## config.mk

```make
export PLATFORM = sky130hd
export DESIGN_NAME = alarm_bank_ctrl
export DESIGN_NICKNAME = d
export VERILOG_FILES = /design/src/rtl/alarm_bank_ctrl.sv
export SDC_FILE = /design/constraint.sdc
export NUM_CORES = 1
export LEC_CHECK = 0
export CAP_MARGIN = 20
export CELL_PAD_IN_SITES_DETAIL_PLACEMENT = 1
export CELL_PAD_IN_SITES_GLOBAL_PLACEMENT = 2
export CORE_MARGIN = 2
export CORE_UTILIZATION = 40
export DETAILED_ROUTE_END_ITERATION = 8
export GPL_TIMING_DRIVEN = 0
export PLACE_DENSITY_LB_ADDON = 0.2
export SLEW_MARGIN = 15
export SYNTH_ARGS = -nofsm -noshare
export SYNTH_HDL_FRONTEND = slang
export SYNTH_SLANG_ARGS = --single-unit
```

## constraint.sdc

```tcl
create_clock -name clock -period 5.3 [get_ports clock]
set_input_delay 0.795 -clock clock [delete_from_list [all_inputs] [get_ports clock]]
set_output_delay 0.795 -clock clock [all_outputs]
set_load 0.01 [all_outputs]
```

## src/rtl/alarm_bank_ctrl.sv

```systemverilog
// Multi-entry BCD alarm bank with ring / snooze / timeout sequencing.
// Entries are compared against the current time on each minute tick; the lowest matching index wins.
module alarm_bank_ctrl #(
  parameter int NUM_ALARMS  = 4,
  parameter int IDX_W       = 2,
  parameter int SNOOZE_MIN  = 5,
  parameter int MAX_SNOOZE  = 3,
  parameter int TIMEOUT_SEC = 60
) (
  input  logic             clock,
  input  logic             reset,
  input  logic             one_sec,
  input  logic             min_tick,
  input  logic [15:0]      cur_time,
  input  logic             alarm_load,
  input  logic [IDX_W-1:0] alarm_idx,
  input  logic [15:0]      alarm_time,
  input  logic             alarm_en_wr,
  input  logic             snooze,
  input  logic             stop,
  output logic             alarm_sound,
  output logic [IDX_W-1:0] active_idx,
  output logic             snoozing,
  output logic             missed,
  output logic             load_err
);

  typedef enum logic [1:0] {IDLE, RING, SNOOZE} state_t;

  localparam logic [7:0] TIMEOUT_LAST = 8'(TIMEOUT_SEC - 1);
  localparam logic [7:0] MAX_SNZ      = 8'(MAX_SNOOZE);
  localparam logic [3:0] SNZ_INIT     = 4'(SNOOZE_MIN);

  function automatic logic bcd_ok(input logic [15:0] t);
    logic [3:0] h1, h0, m1, m0;
    h1 = t[15:12];
    h0 = t[11:8];
    m1 = t[7:4];
    m0 = t[3:0];
    return (h1 <= 4'd2) && (h0 <= 4'd9) && (m1 <= 4'd5) && (m0 <= 4'd9) &&
           !((h1 == 4'd2) && (h0 > 4'd3));
  endfunction

  logic [15:0]           alarm_mem [NUM_ALARMS];
  logic [NUM_ALARMS-1:0] en_mem;

  state_t           state_q, state_d;
  logic [7:0]       sec_cnt_q, sec_cnt_d;
  logic [3:0]       snz_cnt_q, snz_cnt_d;
  logic [7:0]       snz_used_q, snz_used_d;
  logic [IDX_W-1:0] active_q, active_d;
  logic             missed_q, load_err_q;

  logic             load_ok, cancel, hit;
  logic [IDX_W-1:0] win;

  assign load_ok = alarm_load && bcd_ok(alarm_time) && (32'(alarm_idx) < NUM_ALARMS);
  assign cancel  = load_ok && (alarm_idx == active_q) && (state_q != IDLE);

  // Entry storage: a same-cycle tick still compares against the old contents
  always_ff @(posedge clock) begin
    if (reset) begin
      for (int i = 0; i < NUM_ALARMS; i++) alarm_mem[i] <= 16'h0000;
      en_mem <= '0;
    end else if (load_ok) begin
      for (int i = 0; i < NUM_ALARMS; i++) begin
        if (32'(alarm_idx) == i) begin
          alarm_mem[i] <= alarm_time;
          en_mem[i]    <= alarm_en_wr;
        end
      end
    end
  end

  // Descending scan so the lowest matching index is the one left standing
  always_comb begin
    hit = 1'b0;
    win = '0;
    for (int i = NUM_ALARMS - 1; i >= 0; i--) begin
      if (en_mem[i] && (alarm_mem[i] == cur_time)) begin
        hit = 1'b1;
        win = IDX_W'(i);
      end
    end
  end

  always_comb begin
    state_d    = state_q;
    sec_cnt_d  = sec_cnt_q;
    snz_cnt_d  = snz_cnt_q;
    snz_used_d = snz_used_q;
    active_d   = active_q;
    case (state_q)
      IDLE: begin
        if (min_tick && hit) begin
          state_d    = RING;
          active_d   = win;
          sec_cnt_d  = 8'd0;
          snz_used_d = 8'd0;
        end
      end
      RING: begin
        if (cancel || stop) begin
          state_d = IDLE;
        end else if (snooze) begin
          if (snz_used_q < MAX_SNZ) begin
            state_d    = SNOOZE;
            snz_cnt_d  = SNZ_INIT;
            snz_used_d = snz_used_q + 8'd1;
          end else begin
            state_d = IDLE;
          end
        end else if (one_sec) begin
          if (sec_cnt_q == TIMEOUT_LAST) state_d = IDLE;
          else sec_cnt_d = sec_cnt_q + 8'd1;
        end
      end
      SNOOZE: begin
        if (cancel || stop) begin
          state_d = IDLE;
        end else if (min_tick) begin
          if (snz_cnt_q == 4'd1) begin
            state_d   = RING;
            sec_cnt_d = 8'd0;
          end
          snz_cnt_d = snz_cnt_q - 4'd1;
        end
      end
      default: state_d = IDLE;
    endcase
  end

  always_ff @(posedge clock) begin
    if (reset) begin
      state_q    <= IDLE;
      sec_cnt_q  <= 8'd0;
      snz_cnt_q  <= 4'd0;
      snz_used_q <= 8'd0;
      active_q   <= '0;
      missed_q   <= 1'b0;
      load_err_q <= 1'b0;
    end else begin
      state_q    <= state_d;
      sec_cnt_q  <= sec_cnt_d;
      snz_cnt_q  <= snz_cnt_d;
      snz_used_q <= snz_used_d;
      active_q   <= active_d;
      missed_q   <= min_tick && hit && (state_q != IDLE);
      load_err_q <= alarm_load && !load_ok;
    end
  end

  assign alarm_sound = (state_q == RING);
  assign snoozing    = (state_q == SNOOZE);
  assign active_idx  = active_q;
  assign missed      = missed_q;
  assign load_err    = load_err_q;

endmodule

```

==> PnR_summary.wiki, run 1 <==
{| class="wikitable"
! Metric !! Value
|-
| Initial standard-cell utilization of the core || 0.414
|-
| Final period util || 0.654
|-
| Stage delay of the slowest cell on the critical path || 0.69 ns
|-
| Number of cells on the critical path || 8
|-
| Count of boundary I/O pins || 48
|-
| Placed Cells || 637
|-
| Root buffer selected by CTS || sky130_fd_sc_hd__clkbuf_16
|-
| Minimum setup slack in the final design || 1.83 ns
|-
| Resize count post-CTS || 0
|-
| Via count of the first global-routing pass || 3837
|-
| Class of the tightest hold or removal check || flop to flop
|-
| Setup slack of the worst register-to-register path || 2.84 ns
|-
| Top cells by count, synth || 64 x sky130_fd_sc_hd__edfxtp_1, 60 x sky130_fd_sc_hd__and2_1, 41 x sky130_fd_sc_hd__xnor2_1, 30 x sky130_fd_sc_hd__dfxtp_1, 27 x sky130_fd_sc_hd__xor2_1
|-
| Number of synthesized flops with an enable pin || 64
|-
| Number of synthesized register bits || 94
|-
| Final wirelength || 13.3 mm
|-
| Number of hold buffers added after cts || 0
|-
| Number of H-tree levels || 3
|-
| Clock tree sinks || 94
|-
| Die width || 113 um
|-
| Mapped Area || 4790 um2
|-
| Post-detail-place hpwl || 10.1 mm
|-
| CP max-delay cell || sky130_fd_sc_hd__nor4_1
|-
| Worst r2r src || state_q[1]
|-
| Async S/R FF share, synth || 0
|-
| Post-placement worst setup slack || 1.51 ns
|-
| Cell taking the most area after synthesis || sky130_fd_sc_hd__edfxtp_1
|-
| VDD IR-drop max || 0.000124 V
|-
| Wire length per cell after detailed routing || 20.4 um
|-
| End point of the critical path || alarm_mem[0][12]
|-
| DR pass1 iterations || 4
|-
| Logic depth of the worst register-to-register path || 7
|-
| Cts bufs inserted || 9
|-
| Syn avg cell area || 11.0 um2
|-
| Global Route met2 Usage || 0.345
|-
| Worst EP arrival || 3.69 ns
|-
| IO buf count || 45
|-
| Top flip-flop cell by instance count after synthesis || sky130_fd_sc_hd__edfxtp_1
|-
| Area enclosed by the die boundary || 12900 um2
|-
| Fillers || 1279
|-
| Setup Total Neg Slack || 0 ns
|-
| DR iter-0 viols || 171
|-
| Critical path data required time || 5.52 ns
|-
| Overflow left after global routing || 0
|-
| Worst setup EP type || flop
|-
| Max_cap viols || 0
|-
| Share of post-route cells with drive strength above 1 || 0.0588
|-
| M3 GR Usage || 0.0409
|-
| Crit-path leading delay family || simple AND/OR/NAND/NOR gates
|-
| Final critical-path required period || 3.47 ns
|-
| Power per Cell Area || 284 nW/um2
|-
| Fmax || 0.288 GHz
|-
| Vias per cell || 5.41
|-
| Critical path origin || alarm_time[11]
|-
| Core region area || 11600 um2
|-
| Tot GR Track Use || 0.224
|-
| Row cnt || 39
|-
| Terminus of the critical flop-to-flop path || snz_used_q[6]
|-
| Sequential area share after synthesis || 0.527
|-
| Category of the worst setup path launch point || input pin
|-
| Ant. Diodes || 0
|-
| Synth Warn # || 0
|-
| Count of final hold-check violations || 0
|-
| Wire length of the first global-routing pass || 21.2 mm
|-
| CTS tree || built
|-
| Ordered cell list for the critical path || clkdlybuf4s50_1 -> a22oi_1 -> nand4_1 -> nor2_1 -> nand2_1 -> nor4_1 -> clkbuf_1 -> and2_1
|-
| Worst Max-Slew Pin Slew || 0.870 ns
|-
| Slew HR || 0.415
|-
| Final RePlAce weighted congestion || 0.913
|-
| Count of placed standard cells in the final layout, fillers left out || 653
|-
| Maximum number of pins on one net before global-route repair || 18
|-
| Final net count || 551
|-
| Number of antenna violations at the first check in global routing || 0
|-
| DIE HEIGHT || 113 um
|-
| CTS clock-pin slew for the worst setup and hold paths || 0.07 ns
|-
| Global Route met1 Usage || 0.312
|-
| Count of cell types in the netlist || 53
|-
| Largest cells by area after synthesis || sky130_fd_sc_hd__edfxtp_1 40%, sky130_fd_sc_hd__dfxtp_1 13%, sky130_fd_sc_hd__and2_1 7.8%, sky130_fd_sc_hd__xnor2_1 7.5%, sky130_fd_sc_hd__xor2_1 4.9%
|-
| Clk_skew || 0.00465 ns
|-
| Number of buffers inserted to repair setup after CTS || 0
|-
| Area share of the largest cell type after synthesis || 0.402
|-
| Final number of setup-violating endpoints || 0
|-
| Overall via count from detail_route || 3533
|-
| Layout overhead on the synthesized area || 20.3%
|-
| Pins over their slew limit || 0
|-
| Maximum clock path buffer count || 2
|-
| Most used standard cell by instance count after synthesis || sky130_fd_sc_hd__edfxtp_1
|-
| Most Crowded Layer GR || met2
|-
| Critical path buffer and inverter count || 2
|-
| Final antenna-violating net count || 0
|-
| Drt drc || 0
|-
| Leak || 1.94 nW
|-
| Setup repair after global routing missed its margin || false
|-
| Outcome || finished clean
|-
| Path type of the worst setup path || input pin to flop
|-
| Largest fanout on the critical path || 10
|-
| Post-Syn Instances || 437
|-
| Clock latency on the worst-skew pair || 0.35 ns
|}
-- state kept, by name (all words and copies together), names as in the netlist --
name,count
en_mem,4
sec_cnt_q,8
snz_cnt_q,4
load_err,1
state_q,2
alarm_mem,64
missed,1
snz_used_q,8
active_idx,2
-- worst min-delay path by stage --
stage | from | to | slack [ns] | depth (start not counted)
after floorplan | snz_used_q[5] | snz_used_q[5] | 0.43 | 1
after global placement | snz_used_q[5] | snz_used_q[5] | 0.44 | 1
after detailed placement | snz_used_q[4] | snz_used_q[4] | 0.45 | 1
after CTS | snz_used_q[7] | snz_used_q[7] | 0.47 | 1
after global routing | snz_used_q[7] | snz_used_q[7] | 0.48 | 1
final | snz_used_q[4] | snz_used_q[4] | 0.46 | 1
-- layout by cell type, fill, tap and decap left out, drive strengths merged, types with 4 or more instances in the layout --
| cell | n |
|---|---|
| edfxtp | 64 |
| inv | 12 |
| dfxtp | 30 |
| xnor2 | 41 |
| nand3b | 4 |
| nand4 | 19 |
| nand3 | 15 |
| and2 | 60 |
| and4 | 4 |
| nor4 | 12 |
| nand2 | 25 |
| o21ai | 12 |
| clkbuf | 19 |
| a31oi | 6 |
| nor3 | 11 |
| xor2 | 27 |
| nor2 | 24 |
| a21oi | 9 |
| nand2b | 4 |
| nor3b | 5 |
| conb | 12 |
| clkdlybuf4s50 | 45 |
| ha | 4 |
-- routing by layer --
| metal | vias to the layer above | part of all wire |
|---|---|---|
| li1 | 1698 | - |
| met1 | 1715 | 0.47 |
| met2 | 98 | 0.45 |
| met3 | 22 | 0.055 |
| met4 | 0 | 0.023 |
| met5 | - | 0 |
-- where the power goes --
group,switching (mW),internal (mW)
Sequential,0.0131,0.812
Clock,0.282,0.362
Combinational,0.0994,0.0681
-- final cells by class --
class                      count  area (um2)  area share
multi-input combinational    333        2230       0.387
clock buffer                  11         233      0.0404
inverter                      12        45.0     0.00782
clock inverter                 5        50.0     0.00869
buffer                         9        36.3     0.00630
tap                          143         179      0.0311
timing repair buffer          46         465      0.0808
sequential                    94        2520       0.438
-- kinds of logic (layout without fill, tap and decap cells) --
logic type	count (synthesis)	after routing	synth area share
compound gates	48	48	0.0748
xor+xnor	68	68	0.124
fa+ha+maj	4	4	0.0105
buf+inv	21	83	0.0170
flops	94	94	0.527
mux	2	2	0.00418
other cells	1	12	0.000784
simple gates	199	199	0.241
-- metrics by stage --
stage | power, mW | instance area [um2] | utilization | hold slack, ns
after floorplan | 0.918 | 4830 | - | 0.430
after global placement | 1.00 | 5460 | 0.472 | 0.442
after detailed placement | 1.01 | 5480 | 0.473 | 0.454
after CTS | 1.64 | 5760 | 0.498 | 0.472
after global routing | 1.69 | 5760 | 0.498 | 0.480
final | 1.64 | 5760 | 0.498 | 0.465
No activity file was read; power rests on OpenSTA's default activity.
==> run 2, diff against run 1 <==
CORE_UTILIZATION = 38   (was 40)
clock period = 3.3 ns   (was 5.3 ns; I/O delays follow)
==> PnR_summary.wiki, run 2 (synthesis results as in run 1) <==
{| class="wikitable"
! Metric !! Value
|-
| Final RePlAce weighted congestion || 0.828 (was 0.913)
|-
| Worst r2r src || alarm_mem[1][4] (was state_q[1])
|-
| Overflow left after global routing || 0 (unchanged)
|-
| Class of the tightest hold or removal check || flop to flop (unchanged)
|-
| Final critical-path required period || 3.10 ns
|-
| Path type of the worst setup path || input pin to flop (unchanged)
|-
| Maximum number of pins on one net before global-route repair || 18 (unchanged)
|-
| Maximum clock path buffer count || 2 (unchanged)
|-
| Die width || 116 um (was 113 um)
|-
| Overall via count from detail_route || 3482 (was 3533)
|-
| Tot GR Track Use || 0.210 (was 0.224)
|-
| Resize count post-CTS || 0 (unchanged)
|-
| Final antenna-violating net count || 0 (unchanged)
|-
| Most frequent standard cell in the layout excluding fill and tap cells || sky130_fd_sc_hd__edfxtp_1 (unchanged)
|-
| Count of final hold-check violations || 0 (unchanged)
|-
| Critical path data required time || 3.52 ns (was 5.52 ns)
|-
| Row cnt || 40 (was 39)
|-
| Final number of setup-violating endpoints || 0 (unchanged)
|-
| Clk_skew || 0.00599 ns (was 0.00465 ns)
|-
| Final net count || 551 (unchanged)
|-
| Ant. Diodes || 0 (unchanged)
|-
| Clock tree sinks || 94 (unchanged)
|-
| Max_cap viols || 0 (unchanged)
|-
| Worst setup EP type || flop (unchanged)
|-
| Count of boundary I/O pins || 48 (unchanged)
|-
| Start point of the worst min-delay path || snz_used_q[4] (unchanged)
|-
| Ordered cell list for the critical path || clkdlybuf4s50_1 -> a22oi_1 -> nand4_1 -> nor2_1 -> nand2_1 -> nor3_1 -> clkbuf_1 -> and2_1 (was clkdlybuf4s50_1 -> a22oi_1 -> nand4_1 -> nor2_1 -> nand2_1 -> nor4_1 -> clkbuf_1 -> and2_1)
|-
| Final wirelength || 13.1 mm (was 13.3 mm)
|-
| Count of placed standard cells in the final layout, fillers left out || 678 (was 653)
|-
| Clock latency on the worst-skew pair || 0.35 ns (about the same)
|-
| Reg with most FFs || alarm_mem (unchanged)
|-
| Slew HR || 0.412 (was 0.415)
|-
| DIE HEIGHT || 116 um (was 113 um)
|-
| Layout overhead on the synthesized area || 20.7% (was 20.3%)
|-
| Fmax || 0.323 GHz
|-
| CP max-delay cell || sky130_fd_sc_hd__nor3_1 (was sky130_fd_sc_hd__nor4_1)
|-
| Placed Cells || 662 (was 637)
|-
| Pins over their slew limit || 0 (unchanged)
|-
| Wire length of the first global-routing pass || 20.5 mm (was 21.2 mm)
|-
| Total chip power || 2.54 mW (was 1.64 mW)
|-
| Stage delay of the slowest cell on the critical path || 0.61 ns (was 0.69 ns)
|-
| Worst EP arrival || 3.32 ns (was 3.69 ns)
|-
| Registers with the most flip-flops || alarm_mem (64), sec_cnt_q (8), snz_used_q (8) (unchanged)
|-
| Number of flip-flops under the largest register name || 64 (unchanged)
|-
| Number of H-tree levels || 3 (unchanged)
|-
| Outcome || finished clean (unchanged)
|-
| Critical path buffer and inverter count || 2 (unchanged)
|-
| Via count of the first global-routing pass || 3594 (was 3837)
|-
| Number of buffers inserted to repair setup after CTS || 0 (unchanged)
|-
| Largest fanout on the critical path || 10 (unchanged)
|-
| Worst Max-Slew Pin Slew || 0.882 ns (was 0.870 ns)
|-
| Share of post-route cells with drive strength above 1 || 0.0647 (was 0.0588)
|-
| Number of antenna violations at the first check in global routing || 0 (unchanged)
|-
| Final period util || 0.939
|-
| CTS clock-pin slew for the worst setup and hold paths || 0.06 ns (was 0.07 ns)
|-
| Wire length per cell after detailed routing || 19.3 um (was 20.4 um)
|-
| Leak || 1.93 nW (was 1.94 nW)
|-
| Core region area || 12200 um2 (was 11600 um2)
|-
| DR iter-0 viols || 262 (was 171)
|-
| VDD IR-drop max || 0.000442 V (was 0.000124 V)
|-
| Crit-path leading delay family || simple AND/OR/NAND/NOR gates (unchanged)
|-
| Most frequent cells in the layout || 64 x sky130_fd_sc_hd__edfxtp_1, 60 x sky130_fd_sc_hd__and2_1, 45 x sky130_fd_sc_hd__clkdlybuf4s50_1 (unchanged)
|-
| Setup repair after global routing missed its margin || false (unchanged)
|-
| Drt drc || 0 (unchanged)
|-
| Number of hold buffers added after cts || 0 (unchanged)
|-
| DR pass1 iterations || 4 (unchanged)
|-
| Power per Cell Area || 440 nW/um2 (was 284 nW/um2)
|-
| Category of the worst setup path launch point || input pin (unchanged)
|-
| Root buffer selected by CTS || sky130_fd_sc_hd__clkbuf_16 (unchanged)
|-
| CTS tree || built (unchanged)
|-
| Area enclosed by the die boundary || 13500 um2 (was 12900 um2)
|-
| Critical path origin || alarm_time[11] (unchanged)
|-
| Cts bufs inserted || 9 (unchanged)
|-
| IO buf count || 45 (unchanged)
|-
| Post-detail-place hpwl || 10.1 mm (about the same)
|-
| Vias per cell || 5.14 (was 5.41)
|-
| Setup Total Neg Slack || 0 ns (unchanged)
|-
| Initial standard-cell utilization of the core || 0.394 (was 0.414)
|}
run 2: changes by cell type in the layout (fill, tap and decap cells not counted), sizes merged:
| cell | previous run | this run |
|---|---|---|
| clkinv | 2 | 5 |
| clkbuf | 19 | 17 |
| bufinv | 1 | 0 |
run 2: through the flow:
step	worst slack, ns	area [um2]	utilization	hold WS, ns
after detailed placement	-0.236	5500	0.452	0.446
after CTS	0.116	5770	0.474	0.465
after floorplan	0.883	4830	-	0.430
after global placement	-0.558	5490	0.451	0.442
after global routing	0.00406	5780	0.475	0.485
final	0.202	5780	0.475	0.461
run 2: layer usage:
metal / vias to the layer above / wire [um] / global-route usage
met5: - / 0 / 0
met4: 0 / 252 / 0.0667
met3: 17 / 600 / 0.0446
met2: 73 / 5900 / 0.319
met1: 1692 / 6350 / 0.302
li1: 1700 / - / -
run 2: worst reg2reg max path, stage by stage, from the launching register on:
cell                       delay [ns]
sky130_fd_sc_hd__edfxtp_1        0.38
sky130_fd_sc_hd__xor2_1          0.22
sky130_fd_sc_hd__or4_1           0.55
sky130_fd_sc_hd__nor3b_1         0.27
sky130_fd_sc_hd__nand4_1         0.19
sky130_fd_sc_hd__a41oi_2         0.40
sky130_fd_sc_hd__nor3_1          0.18
sky130_fd_sc_hd__and2_1          0.20
run 2: layout make-up:
cell class | instances | area [um2]
Timing Repair Buffer | 46 | 462
Tap cell | 168 | 210
Sequential cell | 94 | 2520
Buffer | 9 | 36.3
Clock buffer | 9 | 225
Multi-Input combinational cell | 333 | 2230
Fill cell | 1348 | 6390
Clock inverter | 7 | 41.3
Inverter | 12 | 45.0
run 2: report_power, final:
group          internal [mW]  switching (mW)  total, mW
registers               1.30          0.0209       1.32
logic                  0.109           0.159      0.268
clock network          0.504           0.447      0.951
run 2: path summary, 6_finish.rpt:
check	cells after the start	end	slack (ns)
worst max-delay path	8	alarm_mem[3][2]	0.20
worst min-delay path	1	snz_used_q[4]	0.46
worst max register to register	7	snz_used_q[2]	0.82
worst min register to register	1	snz_used_q[4]	0.46
==> edit 1, RTL diff (config.mk and constraints of run 2) <==
Re-encode `state_t` (3 states) as one-hot, 3 bits wide.
--- a/src/rtl/alarm_bank_ctrl.sv
+++ b/src/rtl/alarm_bank_ctrl.sv
@@ -27,3 +27,3 @@
 
-  typedef enum logic [1:0] {IDLE, RING, SNOOZE} state_t;
+  typedef enum logic [2:0] {IDLE = 3'b001, RING = 3'b010, SNOOZE = 3'b100} state_t;
 
Function: same outputs for any inputs over 4 cycles, from zero or initial values and one cycle with reset high; so few cycles prove little.
==> edit 1 against run 2 <==
- design area is 1.9% lower
- setup slack better by 160 ps
- critical path depth is 1 lower
- sequential cell count is 1 higher
- clock power is 2% higher
- total power is 0.77% lower
- hold slack better by 1.6 ps
- synthesized area is 1.5% lower
- core utilization is 0.50 points lower
- wire length is 10% lower
- critical path type unchanged
- critical endpoint is now alarm_mem[1][10]
==> edit 1: results (changes against run 2) <==
Reg-to-reg slack, setup - 780 ps (-40 ps)
Outcome - completed
Clock-pin slew on the worst setup and hold paths - 70 ps
Min-Delay Startpoint - snz_used_q[5]
GR Util All Layers - 19.0% (-2.0 points)
Post-Place Cells - 641 (-3.2%)
Ratio of cells with drive above 1 in the final layout - 5.73% (-0.74 points)
Drt first pass iters - 4 (unchanged)
Lkg Pwr - 1.95 nW (+1.1%)
Sequential element share of the synthesized area - 53.9% (+1.2 points)
Synth Instances - 419 (-4.1%)
# fillers - 1309 (-2.9%)
Top cells by area, synth - edfxtp_1 (41%), dfxtp_1 (13%), xnor2_1 (8.0%)
Async SR Flop Fraction - 0% (unchanged)
Worst Path Arrival - 3160 ps (-160 ps)
Worst reg2reg path endpoint - sec_cnt_q[0]
H-tree levels - 3 (unchanged)
CTS buffer count - 9 (unchanged)
Sw power - 0.000604 W (-3.7%)
CP startpoint - alarm_time[2]
Synth Area in Compound Gates - 8.65% (+1.2 points)
DRC violations left - 0 (unchanged)
Routed WL - 11800 um (-10%)
Post-Synth Adder-Cell Area - 1.06% (+0.016 points)
Final nets - 530 (-3.8%)
Top post-synthesis cells by count - edfxtp_1 (64), and2_1 (58), xnor2_1 (43)
Buffers on Ports - 43 (-4.4%)
Hold path endpoint - snz_used_q[5]
Largest stage delay on the critical path - 490 ps (-120 ps)
Worst hold margin - 463 ps (+1.62 ps)
Number of global-route vias before repair - 3470 (-3.5%)
XOR/XNOR Fraction of Synth Area - 12.4% (about the same)
Setup-failing EPs final - 0 (unchanged)
Via count - 3285 (-5.7%)
Clock skew - 9.04 ps (+3.05 ps)
Placed Instance Area - 5400 sq um (-1.9%)
Crit Reg-Reg Startpoint - alarm_mem[1][1]
Synth Warn # - 0 (unchanged)
Non-Filler Instances - 657 (-3.1%)
Pre-CTS WS - -267 ps (-31.3 ps)
Largest net degree at the start of global routing - 18 (unchanged)
GPL Wtd Cong - 0.785 (-5.2%)
HPWL after detailed placement - 8660 um (-14%)
Multiplexer share of the synthesized area - 0.637% (+0.22 points)
Max Fanout on Critical Path - 10 (unchanged)
Worst vdd ir - 0.308 mV (-30%)
Worst-Skew Late Latency - 360 ps
Initial antenna violation count - 0 (unchanged)
Worst-Margin Slew - 914 ps (+32.4 ps)
Crit-path slowest cell - clkdlybuf4s50_1
Regs by FF count - alarm_mem: 64 flops, sec_cnt_q: 8 flops, snz_used_q: 8 flops
Cell variety after synth - 52 (-1.9%)
1st-iter DRT viols - 139 (-47%)
First-pass GRT wire length - 18600 um (-9.2%)
EDFF count, synth - 64 (unchanged)
Worst reg-to-reg path cell count - 7 (unchanged)
[edit 1: cell count changes in the layout (fill, tap and decap cells not counted), moves of 3 or more]
cell      delta
nand3b_1     -4
o221ai_1     -3
nand4_1     -11
nor2_1       -5
clkbuf_1     +3
nor3b_1      -5
xor2_1       -3
a31oi_1      -3
o31ai_1      +4
a31o_1       +5
[edit 1: how the worst max path moves through the flow]
stage,endpoint,cells after the start,slack (ps)
finish,alarm_mem[1][10],7,360
global route,alarm_mem[1][8],7,200
CTS,alarm_mem[1][10],7,90
detailed placement,alarm_mem[1][10],7,-270
global placement,alarm_mem[1][5],7,-230
floorplan,sec_cnt_q[3],8,1020
[edit 1: worst max-delay path, delay by kind of cell]
kind                   cells  cell delay [ps]
AOI/OAI and AO/OA          2              650
buffers and inverters      2              970
and+or+nand+nor            3             1030
[edit 1: power by group through the flow]
stage                     clock network, W  registers [W]  logic (W)
final                             0.000969        0.00134   0.000220
after global routing               0.00104        0.00134   0.000241
after CTS                          0.00100        0.00134   0.000224
after detailed placement                 0        0.00136   0.000222
after global placement                   0        0.00136   0.000221
after floorplan                          0        0.00136   0.000108
[edit 1: layout make-up]
class | instances | area (sq um) | share of cell area [%]
flip-flops and latches | 95 | 2540 | 44.9
multi-input cells | 311 | 2130 | 37.5
repair buffers | 43 | 430 | 7.59
clock buffers | 9 | 225 | 3.97
well taps | 168 | 210 | 3.71
inverters | 14 | 52.6 | 0.927
plain buffers | 10 | 42.5 | 0.751
clock inverters | 7 | 38.8 | 0.684
[edit 1: per-layer routing]
metal  up-vias  wire (um)  global-route usage, %
met5         -          0                      0
met4         0        233                   6.99
met3        14        433                   4.48
met2        55       6010                   33.6
met1      1614       5080                   22.5
li1       1602          -                      -
==> edit 2, RTL diff (config.mk and constraints of run 2) <==
Without the edit above. `IDX_W`: 2 -> 1.
--- a/src/rtl/alarm_bank_ctrl.sv
+++ b/src/rtl/alarm_bank_ctrl.sv
@@ -4,3 +4,3 @@
   parameter int NUM_ALARMS  = 4,
-  parameter int IDX_W       = 2,
+  parameter int IDX_W       = 1,
   parameter int SNOOZE_MIN  = 5,
Ports: changed (resized active_idx and alarm_idx); port bits go from 48 to 46. No check against the original RTL was run, so the function may have changed too.
==> edit 2 against run 2 <==
- register-to-register slack better by 230 ps
- design area is 34% lower
- total power is 40% lower
- setup slack better by 270 ps
- wire length is 42% lower
- cell count is 33% lower
- synthesized area is 37% lower
- critical endpoint is now alarm_mem[0][8]
- sequential cell count is 35 lower
==> edit 2: results (changes against run 2) <==
Outcome - completed
Hold Crit Class - flip-flop to flip-flop
Reg-to-reg slack, setup - 1050 ps (+230 ps)
Worst hold margin - 477 ps (+15.3 ps)
Hold path endpoint - snz_used_q[2]
Synth Warn # - 0 (unchanged)
Worst Hold Depth - 1 (unchanged)
Final nets - 391 (-29%)
Buffers on Ports - 45 (unchanged)
Drt first pass iters - 5 (+1)
# fillers - 848 (-37%)
Worst-Margin Slew - 775 ps (-107 ps)
Worst vdd ir - 0.206 mV (-53%)
Max Fanout on Critical Path - 10 (unchanged)
Largest net degree at the start of global routing - 18 (unchanged)
Clock tree buffer depth - 2 (unchanged)
CP startpoint - alarm_time[11]
Worst reg2reg path endpoint - snz_used_q[5]
Top cells by area, synth - edfxtp_1 (32%), dfxtp_1 (18%), xnor2_1 (7.5%)
Ant diodes - 0 (unchanged)
Worst-Skew Late Latency - 340 ps
1st-iter DRT viols - 120 (-54%)
Initial antenna violation count - 0 (unchanged)
Clock-pin slew on the worst setup and hold paths - 70 ps
CP delay by family, top - simple AND/OR/NAND/NOR gates
Worst reg-to-reg path cell count - 6 (-1)
CTS buffer count - 9 (unchanged)
Crit-path slowest cell - clkdlybuf4s50_1
Ratio of cells with drive above 1 in the final layout - 11.4% (+4.9 points)
Number of global-route vias before repair - 2541 (-29%)
Sequential element share of the synthesized area - 49.6% (-3.1 points)
DR WL/cell - 16.9 um (-12%)
HPWL after detailed placement - 5780 um (-43%)
Min-Delay Startpoint - snz_used_q[2]
Lkg Pwr - 1.27 nW (-34%)
Post-CTS Setup Bufs - 0 (unchanged)
Regs by FF count - alarm_mem: 32 flops, sec_cnt_q: 8 flops, snz_used_q: 8 flops
Placed Instance Area - 3640 sq um (-34%)
First-pass GRT wire length - 12800 um (-38%)
Async SR Flop Fraction - 0% (unchanged)
Crit Reg-Reg Startpoint - alarm_mem[0][1]
GPL Wtd Cong - 0.761 (-8.1%)
Top post-synthesis cells by count - edfxtp_1 (32), dfxtp_1 (27), and2_1 (26), xnor2_1 (26)
H-tree levels - 3 (unchanged)
EDFF count, synth - 32 (-50%)
GR Util All Layers - 19.4% (-1.6 points)
Worst Path Arrival - 3030 ps (-290 ps)
Resized Gates After CTS - 0 (unchanged)
Largest stage delay on the critical path - 510 ps (-100 ps)
Clock skew - 14.5 ps (+8.53 ps)
Cell variety after synth - 59 (+11%)
Clk root buf - clkbuf_8
Routed vias/inst - 5.23 (+1.9%)
Slew Limit Fails - 0 (unchanged)
## edit 2: cell count changes after synthesis, moves of 5 or more
cell,change
nor2_1,-12
xor2_1,-20
xnor2_1,-15
inv_2,+5
edfxtp_1,-32
nand4_1,-13
nand2_1,-8
and2_1,-34
o21ai_0,-6
nor4_1,-8
nor3_1,+8
nand3_1,-11
## edit 2: through the flow
step	setup WS [ps]	util [%]	setup TNS, ps	cells	total power [W]
floorplan	452	-	0	289	0.000884
global placement	-965	46.9	-16220	436	0.000968
detailed placement	146	47.1	0	437	0.000974
CTS	480	49.3	0	453	0.00154
global route	326	49.3	0	453	0.00159
finish	472	49.3	0	453	0.00153
## edit 2: logic make-up after synthesis
| logic type | Yosys count | synth area share [%] |
|---|---|---|
| DFF | 59 | 49.6 |
| and+or+nand+nor | 113 | 21.3 |
| muxes | 1 | 0.331 |
| xor gates and xnor gates | 33 | 9.55 |
| adders and majority gates | 4 | 1.65 |
| other | 1 | 0.124 |
| buffers and inverters | 22 | 2.94 |
| AOI/OAI and AO/OA | 51 | 14.4 |
## edit 2: worst max path at each step
stage                                  to  slack [ps]
after floorplan           alarm_mem[0][0]         450
after global routing      alarm_mem[0][8]         330
after CTS                 alarm_mem[0][8]         480
after detailed placement  alarm_mem[0][8]         150
final                     alarm_mem[0][8]         470
after global placement    alarm_mem[0][4]        -960
## edit 2: per-layer routing
layer	wire, um	track usage, %	vias up	share of wire [%]
met5	0	0	-	0
met4	85	6.74	0	1.1
met3	270	3.55	7	3.5
met2	3450	30.3	46	45
met1	3870	27.0	1166	50
li1	-	-	1151	-
## edit 2: layout make-up
| type | count | area, sq um | area share (%) |
|---|---|---|---|
| flip-flops and latches | 59 | 1500 | 39.4 |
| multi-input cells | 208 | 1460 | 38.3 |
| repair buffers | 46 | 465 | 12.2 |
| well taps | 102 | 128 | 3.35 |
| clock buffers | 9 | 124 | 3.25 |
| inverters | 15 | 56.3 | 1.48 |
| clock inverters | 7 | 45.0 | 1.18 |
| plain buffers | 7 | 32.5 | 0.854 |
## edit 2: power breakdown
part	internal [W]	total [W]	switching, W
clock network	0.000268	0.000576	0.000308
logic	0.0000786	0.000148	0.0000696
registers	0.000797	0.000808	0.0000108
